$ cat src/rtl/fifo_flush_mp_pkg.sv
// Shared helpers for the multi-port flushable FIFO slice.
// Only width arithmetic lives here; every block derives its own widths from its parameters.
package fifo_flush_mp_pkg;

    // Width of an index into n slots, never narrower than one bit.
    function automatic int unsigned idx_width(input int unsigned n);
        return (n > 1) ? $clog2(n) : 1;
    endfunction

endpackage

$ cat src/rtl/and_or_mux.sv
// One-hot select multiplexer built as an AND-OR tree; no priority between inputs.
module and_or_mux #(
    parameter int unsigned INPUTS = 2,
    parameter int unsigned DW     = 16
) (
    input  logic [INPUTS-1:0][DW-1:0] data,
    input  logic [INPUTS-1:0]         sel,
    output logic [DW-1:0]             dout
);

    always_comb begin
        dout = '0;
        for (int i = 0; i < INPUTS; i++) begin
            dout = dout | (data[i] & {DW{sel[i]}});
        end
    end

endmodule

$ cat src/rtl/fifo_ptr_wrap_add.sv
// Combinational (ptr + inc) mod DEPTH using a single conditional subtract.
// Assumes ptr < DEPTH and inc <= DEPTH, so the raw sum never exceeds 2*DEPTH-1.
module fifo_ptr_wrap_add
    import fifo_flush_mp_pkg::*;
#(
    parameter int unsigned DEPTH = 8,
    parameter int unsigned INC_W = 2
) (
    input  logic [idx_width(DEPTH)-1:0] ptr,
    input  logic [INC_W-1:0]            inc,
    output logic [idx_width(DEPTH)-1:0] sum
);

    localparam int unsigned PW = idx_width(DEPTH);
    localparam int unsigned SW = ((PW > INC_W) ? PW : INC_W) + 1;

    logic [SW-1:0] raw;

    assign raw = SW'(ptr) + SW'(inc);
    assign sum = (raw >= SW'(DEPTH)) ? PW'(raw - SW'(DEPTH)) : raw[PW-1:0];

endmodule

$ cat src/rtl/fifo_flush_mp.sv
// Multi-port circular FIFO: up to PUSH_W writes and POP_W reads per cycle, in order,
// with single-cycle flush. DEPTH need not be a power of two.
module fifo_flush_mp
    import fifo_flush_mp_pkg::*;
#(
    parameter int unsigned DW     = 16,
    parameter int unsigned DEPTH  = 8,
    parameter int unsigned PUSH_W = 2,
    parameter int unsigned POP_W  = 2,
    localparam int unsigned CW    = $clog2(DEPTH + 1),
    localparam int unsigned PCW   = $clog2(PUSH_W + 1),
    localparam int unsigned QCW   = $clog2(POP_W + 1)
) (
    input  logic                        clk,
    input  logic                        rst,
    input  logic                        flush,
    input  logic [PUSH_W-1:0][DW-1:0]   push_data,
    input  logic [PCW-1:0]              push_cnt,
    output logic [CW-1:0]               free_slots,
    output logic [POP_W-1:0][DW-1:0]    pop_data,
    output logic [POP_W-1:0]            pop_valid,
    input  logic [QCW-1:0]              pop_cnt,
    output logic [CW-1:0]               count
);

    localparam int unsigned PW = idx_width(DEPTH);

    if (DEPTH < PUSH_W || DEPTH < POP_W) begin : g_depth_check
        $fatal(1, "fifo_flush_mp: DEPTH must be >= PUSH_W and >= POP_W");
    end

    logic [PW-1:0] wr_ptr_q, wr_ptr_d, wr_ptr_adv;
    logic [PW-1:0] rd_ptr_q, rd_ptr_d, rd_ptr_adv;
    logic [CW-1:0] count_q, count_d;

    logic [DEPTH-1:0][DW-1:0] mem_q;
    logic [DEPTH-1:0][DW-1:0] slot_wdata;
    logic [DEPTH-1:0]         slot_we;

    logic [PUSH_W-1:0][PW-1:0] wr_idx;
    logic [POP_W-1:0][PW-1:0]  rd_idx;

    fifo_ptr_wrap_add #(.DEPTH(DEPTH), .INC_W(PCW)) u_wr_adv (
        .ptr (wr_ptr_q),
        .inc (push_cnt),
        .sum (wr_ptr_adv)
    );

    fifo_ptr_wrap_add #(.DEPTH(DEPTH), .INC_W(QCW)) u_rd_adv (
        .ptr (rd_ptr_q),
        .inc (pop_cnt),
        .sum (rd_ptr_adv)
    );

    for (genvar j = 0; j < PUSH_W; j++) begin : g_wr_lane
        fifo_ptr_wrap_add #(.DEPTH(DEPTH), .INC_W(PW)) u_idx (
            .ptr (wr_ptr_q),
            .inc (PW'(j)),
            .sum (wr_idx[j])
        );
    end

    for (genvar i = 0; i < POP_W; i++) begin : g_rd_lane
        logic [DEPTH-1:0] sel;

        fifo_ptr_wrap_add #(.DEPTH(DEPTH), .INC_W(PW)) u_idx (
            .ptr (rd_ptr_q),
            .inc (PW'(i)),
            .sum (rd_idx[i])
        );

        always_comb begin
            sel = '0;
            for (int s = 0; s < DEPTH; s++) begin
                sel[s] = (rd_idx[i] == PW'(s));
            end
        end

        and_or_mux #(.INPUTS(DEPTH), .DW(DW)) u_mux (
            .data (mem_q),
            .sel  (sel),
            .dout (pop_data[i])
        );
    end

    // Active lanes hit distinct slots, so at most one lane matches any slot.
    always_comb begin
        slot_we    = '0;
        slot_wdata = '0;
        for (int s = 0; s < DEPTH; s++) begin
            for (int j = 0; j < PUSH_W; j++) begin
                if ((PCW'(j) < push_cnt) && (wr_idx[j] == PW'(s))) begin
                    slot_we[s]    = 1'b1;
                    slot_wdata[s] = push_data[j];
                end
            end
        end
    end

    always_ff @(posedge clk) begin
        for (int s = 0; s < DEPTH; s++) begin
            if (slot_we[s]) begin
                mem_q[s] <= slot_wdata[s];
            end
        end
    end

    always_comb begin
        if (flush) begin
            wr_ptr_d = '0;
            rd_ptr_d = '0;
            count_d  = '0;
        end else begin
            wr_ptr_d = wr_ptr_adv;
            rd_ptr_d = rd_ptr_adv;
            count_d  = count_q + CW'(push_cnt) - CW'(pop_cnt);
        end
    end

    always_ff @(posedge clk or posedge rst) begin
        if (rst) begin
            wr_ptr_q <= '0;
            rd_ptr_q <= '0;
            count_q  <= '0;
        end else begin
            wr_ptr_q <= wr_ptr_d;
            rd_ptr_q <= rd_ptr_d;
            count_q  <= count_d;
        end
    end

    assign count      = count_q;
    assign free_slots = CW'(DEPTH) - count_q;

    always_comb begin
        pop_valid = '0;
        for (int i = 0; i < POP_W; i++) begin
            pop_valid[i] = (count_q > CW'(i));
        end
    end

    assert property (@(posedge clk) disable iff (rst) CW'(push_cnt) <= free_slots)
        else $fatal(1, "Pushing beyond free slots");
    assert property (@(posedge clk) disable iff (rst) CW'(pop_cnt) <= count_q)
        else $fatal(1, "Popping beyond occupancy");
    assert property (@(posedge clk) disable iff (rst) push_cnt <= PCW'(PUSH_W))
        else $fatal(1, "push_cnt exceeds PUSH_W");
    assert property (@(posedge clk) disable iff (rst) pop_cnt <= QCW'(POP_W))
        else $fatal(1, "pop_cnt exceeds POP_W");

endmodule
$ cat config.mk
export PLATFORM = sky130hd
export DESIGN_NAME = fifo_flush_mp
export DESIGN_NICKNAME = d
export VERILOG_FILES = /design/src/rtl/fifo_flush_mp_pkg.sv /design/src/rtl/and_or_mux.sv /design/src/rtl/fifo_ptr_wrap_add.sv /design/src/rtl/fifo_flush_mp.sv
export SDC_FILE = /design/constraint.sdc
export NUM_CORES = 1
export LEC_CHECK = 0
export ABC_AREA = 1
export CAP_MARGIN = 20
export CORE_ASPECT_RATIO = 0.9
export CORE_UTILIZATION = 49
export CTS_BUF_LIST = sky130_fd_sc_hd__clkbuf_16
export CTS_CLUSTER_DIAMETER = 120
export CTS_CLUSTER_SIZE = 24
export DETAILED_ROUTE_END_ITERATION = 16
export PLACE_DENSITY_LB_ADDON = 0.05
export SLEW_MARGIN = 0
export SYNTH_ARGS = -nofsm -noshare
export SYNTH_HDL_FRONTEND = slang
export SYNTH_SLANG_ARGS = --single-unit
$ cat constraint.sdc
create_clock -name clk -period 3.5 [get_ports clk]
set_input_delay 0.7 -clock clk [delete_from_list [all_inputs] [get_ports clk]]
set_output_delay 0.7 -clock clk [all_outputs]
set_load 0.01 [all_outputs]
==> summary.md, run 1 <==
| Metric | Value |
|---|---|
| Fin crit period | ~3.4 ns |
| Total Power | 5.892 mW |
| # H-tree levels | 4 |
| Synth Instances | about 1100 |
| Port Buf Inserts | 80 |
| WL/cell | 21.77 microns |
| Layout cells sized above 1 | 0.08851 |
| Critical-path cell list | buf_4 -> nor2_4 -> buf_4 -> nand3_1 -> nand2_1 -> nor2_1 -> nand2_1 -> clkdlybuf4s50_1 |
| Synthesis-to-layout area growth | 19.48% |
| Slew Limit Headroom | 0.5662 |
| Sequential share of power | 0.366 |
| Peak VDD IR | 0.3756 mV |
| Delay-heaviest family, CP | buffers and inverters |
| Num ports | 81 |
| Worst min path class | input pin to async pin |
| Max Clock Freq | 0.2980 GHz |
| Root Buffer | clkbuf_16 |
| Non-Filler Instances | 1410 |
| 1st-pass router iterations | 6 |
| Cell Int Power | 3.792 mW |
| Cell Pwr Density | 573.7 nW/um^2 |
| Post-synth top area share | 0.4472 |
| Status | finished, final reports clean |
| Setup ws final | 0.1441 ns |
| Hold slack | 0.5643 ns |
| Die Area | 18080 sq um |
| Final instance area | roughly 10000 sq um |
| RSZ-0062 raised after global routing | false |
| M1 GR Usage | 0.5304 |
| Initial DRC Count | approximately 1400 |
| First-pass GRT wire length | 46200 microns |
| Post-CTS Hold Fix Bufs | 0 |
| Comb power frac | 0.345 |
| Leakage | 4.375 nW |
| Post-Syn Area | 8596 sq um |
| Clock Path Buffers | 2 |
| Yosys Warn Count | 0 |
| Die Ht | 127.7 microns |
| Setup tns final | 0 ns |
| Initial Utilization | 0.5055 |
| DRC errors left | 0 |
| Tot GR Track Use | 0.3509 |
| Vias/cell | 6.010 |
| Worst-path clk slew | 0.06 ns |
| CP startpoint kind | flip-flop |
| Site row count | 45 |
| Via count | between 8000 and 9000 |
| Worst slew pin tran | 0.6491 ns |
| Met2 Track Usage GR | 0.4862 |
| Area post-placement | 9709 sq um |
| CTS tree | yes |
| Clock power frac | 0.289 |
| Register bit total from synthesis | 138 |
| Setup Crit Path Kind | flip-flop to primary output |
| Drt total wl | about 31000 microns |
| Max stage delay on crit path | 0.53 ns |
| Worst Path Arrival | between 2 and 3 ns |
| Worst-skew pair later-pin latency | roughly 0.43 ns |
| Switching share of power | 0.3564 |
| Setup bufs post-CTS | 0 |
| Yosys top cell by area | edfxtp_1 |
| Core area | approximately 17000 sq um |
| Vias in the first global route | 7631 |
| Avg Cell Area, Syn | 7.857 sq um |
| Post-cts resize count | 0 |
| Post-place setup slack | 0.5503 ns |
| Busiest grt layer | met1 |
| Final ANT Viol Nets | 0 |
| Ant diodes | 0 |
| Slowest-stage cell, CP | clkdlybuf4s50_1 |
| Final #Nets | 1219 |
| RePlAce Congestion | 0.8842 |
| Initial antenna violation count | 0 |
| Post-DP HPWL | 20150 microns |
| Num CTS Buffers | 17 |
| Largest net degree at the start of global routing | 52 |
| Critical path required time | 2.80 ns |
| Fin. max-slew vios | 0 |
| Die Wd | 141.6 microns |
| Sink Count | approximately 140 |
| Max cap viols | 0 |
| Hold Fails Final Rpt | 0 |
| Cells after DPL | 1378 |
| Grt total ovfl | 0 |
| Seq/Total Area, Yosys | 0.4763 |
| Number of buffers and inverters on the critical path | 3 |
| End-of-flow core utilization | 0.6040 |
| Tcrit/Tclk final | 0.9588 |
| Netlist cell types | 24 |
| Clk_skew | 0.005937 ns |
| Synth area leaders | edfxtp_1, nand2_1, nand3_1, o21ai_0, nand4_1 |
| GRT met3 Usage | 0.09152 |
| Sw power | about 2.1 mW |
| Setup violations, final | 0 |
| Fillers | 1595 |
| CP endpoint kind | primary output |
| Syn_nets | 1151 |
| CP max FO | 43 |
worst paths after layout:
check / startpoint / endpoint / slack, ns / cells after the start
max: rd_ptr_q[1] / pop_data[13] / 0.14 / 8
min: rst / count[0] / 0.56 / 2
max reg2reg: wr_ptr_q[0] / mem_q[57] / 0.72 / 8
min reg2reg: wr_ptr_q[2] / wr_ptr_q[2] / 0.63 / 2
max in group asynchronous: rst / count[1] / 2.63 / 2
min in group clk: wr_ptr_q[2] / wr_ptr_q[2] / 0.63 / 2
routing by layer:
layer	share of wire	wire length, microns	vias to the layer above
li1	-	-	3861
met1	0.45	13710	3957
met2	0.41	12620	603
met3	0.12	3690	53
met4	0.022	669	0
met5	0	0	-
area by class of cell:
class	instances	area, sq um	area share
tap	235	294.0	0.02863
timing repair buffer	120	1139	0.1109
multi-input combinational	789	3827	0.3727
clock inverter	15	130.1	0.01267
sequential	138	4094	0.3986
clock buffer	17	425.4	0.04142
inverter	96	360.3	0.03509
state kept, by name (all words and copies together) (netlist names):
signal and cells:
wr_ptr_q 3, rd_ptr_q 3, count 4, mem_q 128
cells in the mapped netlist:
master / number
nor2_2: 9
ha_1: 14
nor2_1: 93
clkbuf_1: 16
dfrtp_1: 10
nand4_1: 56
xor2_1: 1
nand2_1: 304
inv_2: 5
nand3_1: 155
o21ai_1: 18
edfxtp_1: 128
buf_2: 35
inv_1: 91
a21oi_1: 2
fa_1: 4
buf_4: 9
nor2_4: 5
o21ai_0: 86
nand2_2: 5
buf_1: 11
xnor2_1: 4
o22ai_1: 32
a22oi_1: 1
worst reg2reg max path, delay by kind of cell, from the launching register on:
family                     cells  cell delay (ns)
DFF                            1             0.43
AOI/OAI and AO/OA              1             0.29
adders and majority gates      1             0.33
buffers and inverters          2             0.20
and+or+nand+nor                4             1.36
power by group through the flow:
stage               clock network [mW]  registers, mW  logic [mW]
floorplan                            0           2.16        1.07
global placement                     0           2.18        1.98
detailed placement                   0           2.18        1.99
CTS                               1.71           2.15        2.00
global route                      1.78           2.17        2.18
finish                            1.70           2.16        2.03
layout by cell type, fill, tap and decap left out, types with 3 or more instances in the layout:
cell and instances:
nand2_2 6, buf_4 37, nor2_2 9, fa_1 4, nor2_1 93, o21ai_2 6
edfxtp_1 128, o21ai_1 20, nand4_1 56, clkinv_2 4, clkinv_4 6, nand2_1 303
clkdlybuf4s50_1 80, o22ai_1 32, o21ai_0 78, dfrtp_1 10, xnor2_1 4, inv_1 92
ha_1 12, nor2_4 5, clkbuf_16 17, nand3_1 155, buf_12 3, inv_2 5
cells by family after synthesis:
logic type	Yosys count	share of synthesized area
adders and majority gates	18	0.02969
AOI/OAI and AO/OA	139	0.08588
buffers and inverters	167	0.08195
DFF	138	0.4763
and+or+nand+nor	627	0.3211
xor gates and xnor gates	5	0.005094
Power figures use the tool's default switching activity.
==> run 2, diff against run 1 <==
- CORE_MARGIN: default -> 2
- SLEW_MARGIN: 0 -> 20
==> run 2 against run 1 <==
Against the previous run: cell area up 1.8%; sequential share of layout area fell by 0.70 points; critical path depth up 1; register-to-register slack improved by 0.13 ns; non-clock buffer count is the same; largest cell class unchanged; highest routed layer unchanged.
==> summary.md, run 2 (synthesized netlist as in run 1, its figures left out) <==
| Metric | Value |
|---|---|
| WL/cell | 22.31 microns (+2.5%) |
| Worst Path Arrival | 2.69 ns (+0.03 ns) |
| Fillers | 1543 (-3.3%) |
| Area post-placement | 9744 sq um (+0.36%) |
| End-of-flow core utilization | 0.6149 (+0.01096) |
| R2R Setup Slk | 0.85 ns (+0.13 ns) |
| Total Power | 6.218 mW (+5.5%) |
| Initial Utilization | 0.5055 (unchanged) |
| Reg-to-Reg End | mem_q[52] |
| Initial DRC Count | 1178 (-17%) |
| Final #Nets | 1219 (unchanged) |
| Post-CTS Hold Fix Bufs | 0 (unchanged) |
| Worst min path class | input pin to async pin |
| Final instance area | 10460 sq um (+1.8%) |
| CP max FO | 32 (-26%) |
| Peak VDD IR | 0.4125 mV (+9.8%) |
| Num ports | 81 (unchanged) |
| Switching share of power | 0.3479 (-0.008496) |
| Die Area | 18620 sq um (+3.0%) |
| Fin. max-slew vios | 0 (unchanged) |
| First-pass GRT wire length | 47240 microns (+2.2%) |
| CP startpoint kind | flip-flop |
| Vias in the first global route | 7938 (+4.0%) |
| Critical path required time | 2.80 ns (about the same) |
| Most frequent cells in the layout | nand2_1, nand3_1, edfxtp_1 |
| Drt total wl | 31460 microns (+2.5%) |
| Max reg flops | 128 (unchanged) |
| RePlAce Congestion | 0.8738 (-1.2%) |
| CP endpoint | pop_data[26] |
| # H-tree levels | 4 (unchanged) |
| Clk_skew | 0.005711 ns (-0.0002259 ns) |
| Setup violations, final | 0 (unchanged) |
| Max Clock Freq | 0.2947 GHz (-1.1%) |
| Register-to-Register Path Depth | 8 (unchanged) |
| Post-place setup slack | 0.5002 ns (-0.05008 ns) |
| Num CTS Buffers | 17 (unchanged) |
| Die Ht | 129.7 microns (+1.6%) |
| CP endpoint kind | primary output |
| Tcrit/Tclk final | 0.9695 (+0.01068) |
| Cells after DPL | 1376 (-0.15%) |
| Cell Int Power | 4.055 mW (+6.9%) |
| Setup Crit Path Kind | flip-flop to primary output |
| RSZ-0062 raised after global routing | false |
| Worst-skew pair later-pin latency | 0.43 ns (about the same) |
| CP Launch Point | rd_ptr_q[0] |
| Largest net degree at the start of global routing | 65 (+25%) |
| DRC errors left | 0 (unchanged) |
| Cell Pwr Density | 594.6 nW/um^2 (+3.6%) |
| Sw power | 2.163 mW (+3.0%) |
| Fin crit period | 3.393 ns (+0.03739 ns) |
| Core area | 17000 sq um (unchanged) |
| Worst reg2reg startpoint | wr_ptr_q[1] |
| Commonest non-fill, non-tap cell in the layout | nand2_1 |
| Die Wd | 143.6 microns (+1.4%) |
| Setup tns final | 0 ns (unchanged) |
| Clock power frac | 0.311 (+0.022) |
| Post-DP HPWL | 19730 microns (-2.1%) |
| Comb power frac | 0.344 (about the same) |
| Sink Count | 138 (unchanged) |
| Via count | 8537 (+0.74%) |
| Hold Fails Final Rpt | 0 (unchanged) |
| Slew Limit Headroom | 0.5286 (-0.03765) |
| Hold slack | 0.5703 ns (+0.005973 ns) |
| Layout cells sized above 1 | 0.08766 (-0.0008511) |
| Leakage | 4.448 nW (+1.7%) |
| Ant diodes | 0 (unchanged) |
| CTS tree | yes |
| Max cap viols | 0 (unchanged) |
| 1st-pass router iterations | 8 (+2) |
| Port Buf Inserts | 80 (unchanged) |
| Grt total ovfl | 0 (unchanged) |
| Setup ws final | 0.1067 ns (-0.03739 ns) |
| Root Buffer | clkbuf_16 |
| Final ANT Viol Nets | 0 (unchanged) |
| Worst-path clk slew | 0.06 ns (about the same) |
| Worst slew pin tran | 0.7055 ns (+0.05633 ns) |
| Tot GR Track Use | 0.3468 (-0.004134) |
| Status | finished, final reports clean |
| Sequential share of power | 0.345 (-0.021) |
| Initial antenna violation count | 0 (unchanged) |
| Register bank with the most flops | mem_q |
| Non-Filler Instances | 1410 (unchanged) |
| Synthesis-to-layout area growth | 21.65% |
| Clock Path Buffers | 2 (unchanged) |
| Site row count | 45 (unchanged) |
| Vias/cell | 6.055 (+0.74%) |
==> run 2: changes by cell type in the layout (fill, tap and decap cells not counted), moves of 2 or more <==
| cell | change |
|---|---|
| clkbuf_16 | +2 |
| buf_12 | +4 |
| clkinv_4 | -3 |
| bufinv_16 | +3 |
| buf_4 | -8 |
| inv_6 | +2 |
==> run 2: area by class of cell <==
type / count / area, sq um / share of cell area
clock buffers: 17 / 425.4 / 0.04068
clock inverters: 15 / 198.9 / 0.01903
inverters: 96 / 367.9 / 0.03518
multi-input cells: 789 / 3827 / 0.3660
flip-flops and latches: 138 / 4095 / 0.3916
well taps: 235 / 294.0 / 0.02812
repair buffers: 120 / 1247 / 0.1193
==> run 2: critical path, stage by stage (launching register included) <==
cell and delay (ns):
dfrtp_2 0.43, nand2_1 0.07, inv_1 0.07, ha_2 0.46
buf_12 0.25, nand3_1 0.12, nand2_1 0.11, nor2_1 0.05
nand2_1 0.13, clkdlybuf4s50_1 0.56
==> run 2: metal layers <==
metal  vias to the layer above  track usage  share of wire
met5                         -            0              0
met4                         0      0.09573          0.022
met2                       625       0.4818           0.42
met3                        56       0.1083           0.14
met1                      3995       0.5221           0.42
li1                       3861            -              -
==> run 2: worst min path at each step <==
stage                     slack, ns  depth (start not counted)           to        start
final                          0.57                          2  wr_ptr_q[2]          rst
after global routing           0.63                          2  wr_ptr_q[2]          rst
after CTS                      0.59                          2  wr_ptr_q[2]          rst
after detailed placement       0.60                          2  wr_ptr_q[2]  wr_ptr_q[2]
after global placement         0.60                          2  wr_ptr_q[2]  wr_ptr_q[2]
after floorplan                0.54                          1     count[0]          rst
==> run 2: what timing repair did <==
item,CTS,global route
buffers inserted,0,0
endpoints found under the setup margin,0,29
gates resized for setup,0,11
==> run 2: power by group through the flow <==
stage | combinational [mW] | sequential [mW] | clock (mW)
final | 2.14 | 2.15 | 1.94
after global routing | 2.29 | 2.16 | 2.01
after CTS | 2.05 | 2.14 | 1.94
after detailed placement | 2.04 | 2.17 | 0
after global placement | 2.02 | 2.17 | 0
after floorplan | 1.07 | 2.16 | 0
==> run 3, diff against run 2 <==
- SETUP_SLACK_MARGIN: default -> 0.2
==> run 3 against run 2 <==
Against the previous run: critical path depth unchanged; via count up 1.1%; cell area grew 1.6%; first-iteration DRC count grew 9.0%; core utilization rose by 0.98 points; global-route usage rose by 0.63 points; clock power about the same; fmax up 3.5%; flip-flop and latch count unchanged; clock skew grew 0.0010 ns; non-clock buffer count is 7 higher; sequential share of layout area is 0.63 points lower.
==> summary.md, run 3 (synthesized netlist as in run 1, its figures left out) <==
| Metric | Value |
|---|---|
| Initial antenna violation count | 0 (unchanged) |
| M1 GR Usage | 0.5324 (+0.01032) |
| Cell Int Power | 4.093 mW (+0.94%) |
| DRC errors left | 0 (unchanged) |
| GRT met3 Usage | 0.1090 (+0.0007391) |
| Clock Path Buffers | 2 (unchanged) |
| Sw power | 2.190 mW (+1.2%) |
| Die Wd | 143.6 microns (unchanged) |
| Worst slew pin tran | 0.7349 ns (+0.02943 ns) |
| CP endpoint kind | primary output |
| RePlAce Congestion | 0.8738 (unchanged) |
| WL/cell | 22.58 microns (+1.2%) |
| Met2 Track Usage GR | 0.4924 (+0.01064) |
| Tcrit/Tclk final | 0.9371 (-0.03247) |
| Post-CTS Hold Fix Bufs | 0 (unchanged) |
| Max stage delay on crit path | 0.56 ns (about the same) |
| Worst min path class | input pin to async pin |
| Most frequent cells in the layout | nand2_1, nand3_1, edfxtp_1 |
| Tot GR Track Use | 0.3531 (+0.006292) |
| Layout cells sized above 1 | 0.09729 (+0.009633) |
| Peak VDD IR | 0.4052 mV (-1.8%) |
| Cell Pwr Density | 591.4 nW/um^2 (-0.54%) |
| Non-Filler Instances | 1417 (+0.50%) |
| Num ports | 81 (unchanged) |
| Synthesis-to-layout area growth | 23.58% |
| Initial DRC Count | 1284 (+9.0%) |
| Ant diodes | 0 (unchanged) |
| Sink Count | 138 (unchanged) |
| # H-tree levels | 4 (unchanged) |
| Sequential share of power | 0.341 (-0.004) |
| Fin. max-slew vios | 0 (unchanged) |
| Post-DP HPWL | 19730 microns (unchanged) |
| CP max FO | 32 (unchanged) |
| Switching share of power | 0.3485 (+0.0006373) |
| Vias in the first global route | 7989 (+0.64%) |
| Setup violations, final | 0 (unchanged) |
| Die Ht | 129.7 microns (unchanged) |
| CTS tree | yes |
| Critical-path cell list | nand2_1 -> inv_4 -> ha_4 -> buf_12 -> nand3_1 -> nand2_1 -> nor2_1 -> nand2_1 -> clkdlybuf4s50_1 |
| Cells after DPL | 1376 (unchanged) |
| Slowest-stage cell, CP | clkdlybuf4s50_1 |
| Status | finished, final reports clean |
| Final #Nets | 1226 (+0.57%) |
| Num CTS Buffers | 17 (unchanged) |
| Setup tns final | 0 ns (unchanged) |
| Max Clock Freq | 0.3049 GHz (+3.5%) |
| Setup Crit Path Kind | flip-flop to primary output |
| Fin crit period | 3.280 ns (-0.1136 ns) |
| Largest net degree at the start of global routing | 50 (-23%) |
| Final ANT Viol Nets | 0 (unchanged) |
| Worst-path clk slew | 0.06 ns (about the same) |
| Drt total wl | 32000 microns (+1.7%) |
| Busiest grt layer | met1 |
| Initial Utilization | 0.5055 (unchanged) |
| Die Area | 18620 sq um (unchanged) |
| Clk_skew | 0.006741 ns (+0.001029 ns) |
| Vias/cell | 6.090 (+0.59%) |
| Port Buf Inserts | 80 (unchanged) |
| Register-to-Register Path Depth | 8 (unchanged) |
| Max reg flops | 128 (unchanged) |
| Clock power frac | 0.309 (-0.002) |
| Grt total ovfl | 0 (unchanged) |
| Critical path required time | 2.80 ns (about the same) |
| RSZ-0062 raised after global routing | true |
| First-pass GRT wire length | 47960 microns (+1.5%) |
| Worst Path Arrival | 2.58 ns (-0.11 ns) |
| Site row count | 45 (unchanged) |
| Hold Fails Final Rpt | 0 (unchanged) |
| 1st-pass router iterations | 6 (-2) |
| Leakage | 4.578 nW (+2.9%) |
| Worst-skew pair later-pin latency | 0.43 ns (about the same) |
| Root Buffer | clkbuf_16 |
| Most frequent cell on the critical path | nand2_1 |
| Max cap viols | 0 (unchanged) |
| Slew Limit Headroom | 0.5089 (-0.01966) |
| Comb power frac | 0.350 (+0.006) |
| Commonest non-fill, non-tap cell in the layout | nand2_1 |
| Via count | 8630 (+1.1%) |
| Core area | 17000 sq um (unchanged) |
| CP startpoint kind | flip-flop |
| Register bank with the most flops | mem_q |
| Fillers | 1520 (-1.5%) |
-- run 3: cell count changes in the layout (fill, tap and decap cells not counted), sizes merged --
cell | before | now
buf | 38 | 44
bufbuf | 0 | 1
clkdlybuf4s50 | 80 | 73
clkinvlp | 1 | 2
dlygate4sd2 | 0 | 1
dlymetal6s2s | 0 | 6
inv | 100 | 99
-- run 3: through the flow --
stage / setup slack [ns] / cell area (sq um) / utilization / hold slack, ns / power, mW
floorplan: 0.6621 / 8596 / - / 0.5402 / 3.231
global placement: 0.5111 / 9744 / 0.5731 / 0.6047 / 4.193
detailed placement: 0.5002 / 9744 / 0.5731 / 0.5963 / 4.211
CTS: 0.1657 / 10470 / 0.6159 / 0.5863 / 6.189
global route: 0.1701 / 10620 / 0.6247 / 0.6310 / 6.518
finish: 0.2203 / 10620 / 0.6247 / 0.5679 / 6.282
-- run 3: critical path: cells and delay by family (launching register included) --
family	cells	cell delay (ns)
buffers and inverters	3	0.86
AND/OR/NAND/NOR	5	0.55
flip-flops	1	0.41
adder cells (fa/ha/maj)	1	0.32
-- run 3: path summary, 6_finish.rpt --
path	startpoint	to	slack, ns
min reg2reg	wr_ptr_q[2]	wr_ptr_q[2]	0.61
max	rd_ptr_q[1]	pop_data[26]	0.22
min in group clk	wr_ptr_q[2]	wr_ptr_q[2]	0.61
max reg2reg	wr_ptr_q[1]	mem_q[48]	0.87
max in group asynchronous	rst	rd_ptr_q[0]	2.62
min	rst	wr_ptr_q[2]	0.57
-- run 3: layout make-up --
class	count	area (sq um)	area share
flip-flops and latches	138	4094	0.3854
inverters	96	371.6	0.03498
repair buffers	127	1391	0.1310
multi-input cells	789	3847	0.3622
clock inverters	15	198.9	0.01873
well taps	235	294.0	0.02768
clock buffers	17	425.4	0.04005
-- run 3: power by group through the flow --
stage	Clock, mW	Combinational [mW]	Sequential, mW
finish	1.94	2.20	2.15
global route	2.01	2.35	2.16
detailed placement	0	2.04	2.17
global placement	0	2.02	2.17
CTS	1.94	2.11	2.14
floorplan	0	1.07	2.16
-- run 3: repair_timing --
action                                  in CTS  in global routing
endpoints found under the setup margin      29                 31
buffers inserted                             2                  3
gates resized for setup                      8                 23
gates cloned                                 2                  2
pin swaps                                    0                  1
-- run 3: metal layers --
layer  wire (microns)  vias up
met5                0        -
met4              824        0
met3             4775       77
met2            13230      693
met1            13170     3977
li1                 -     3883
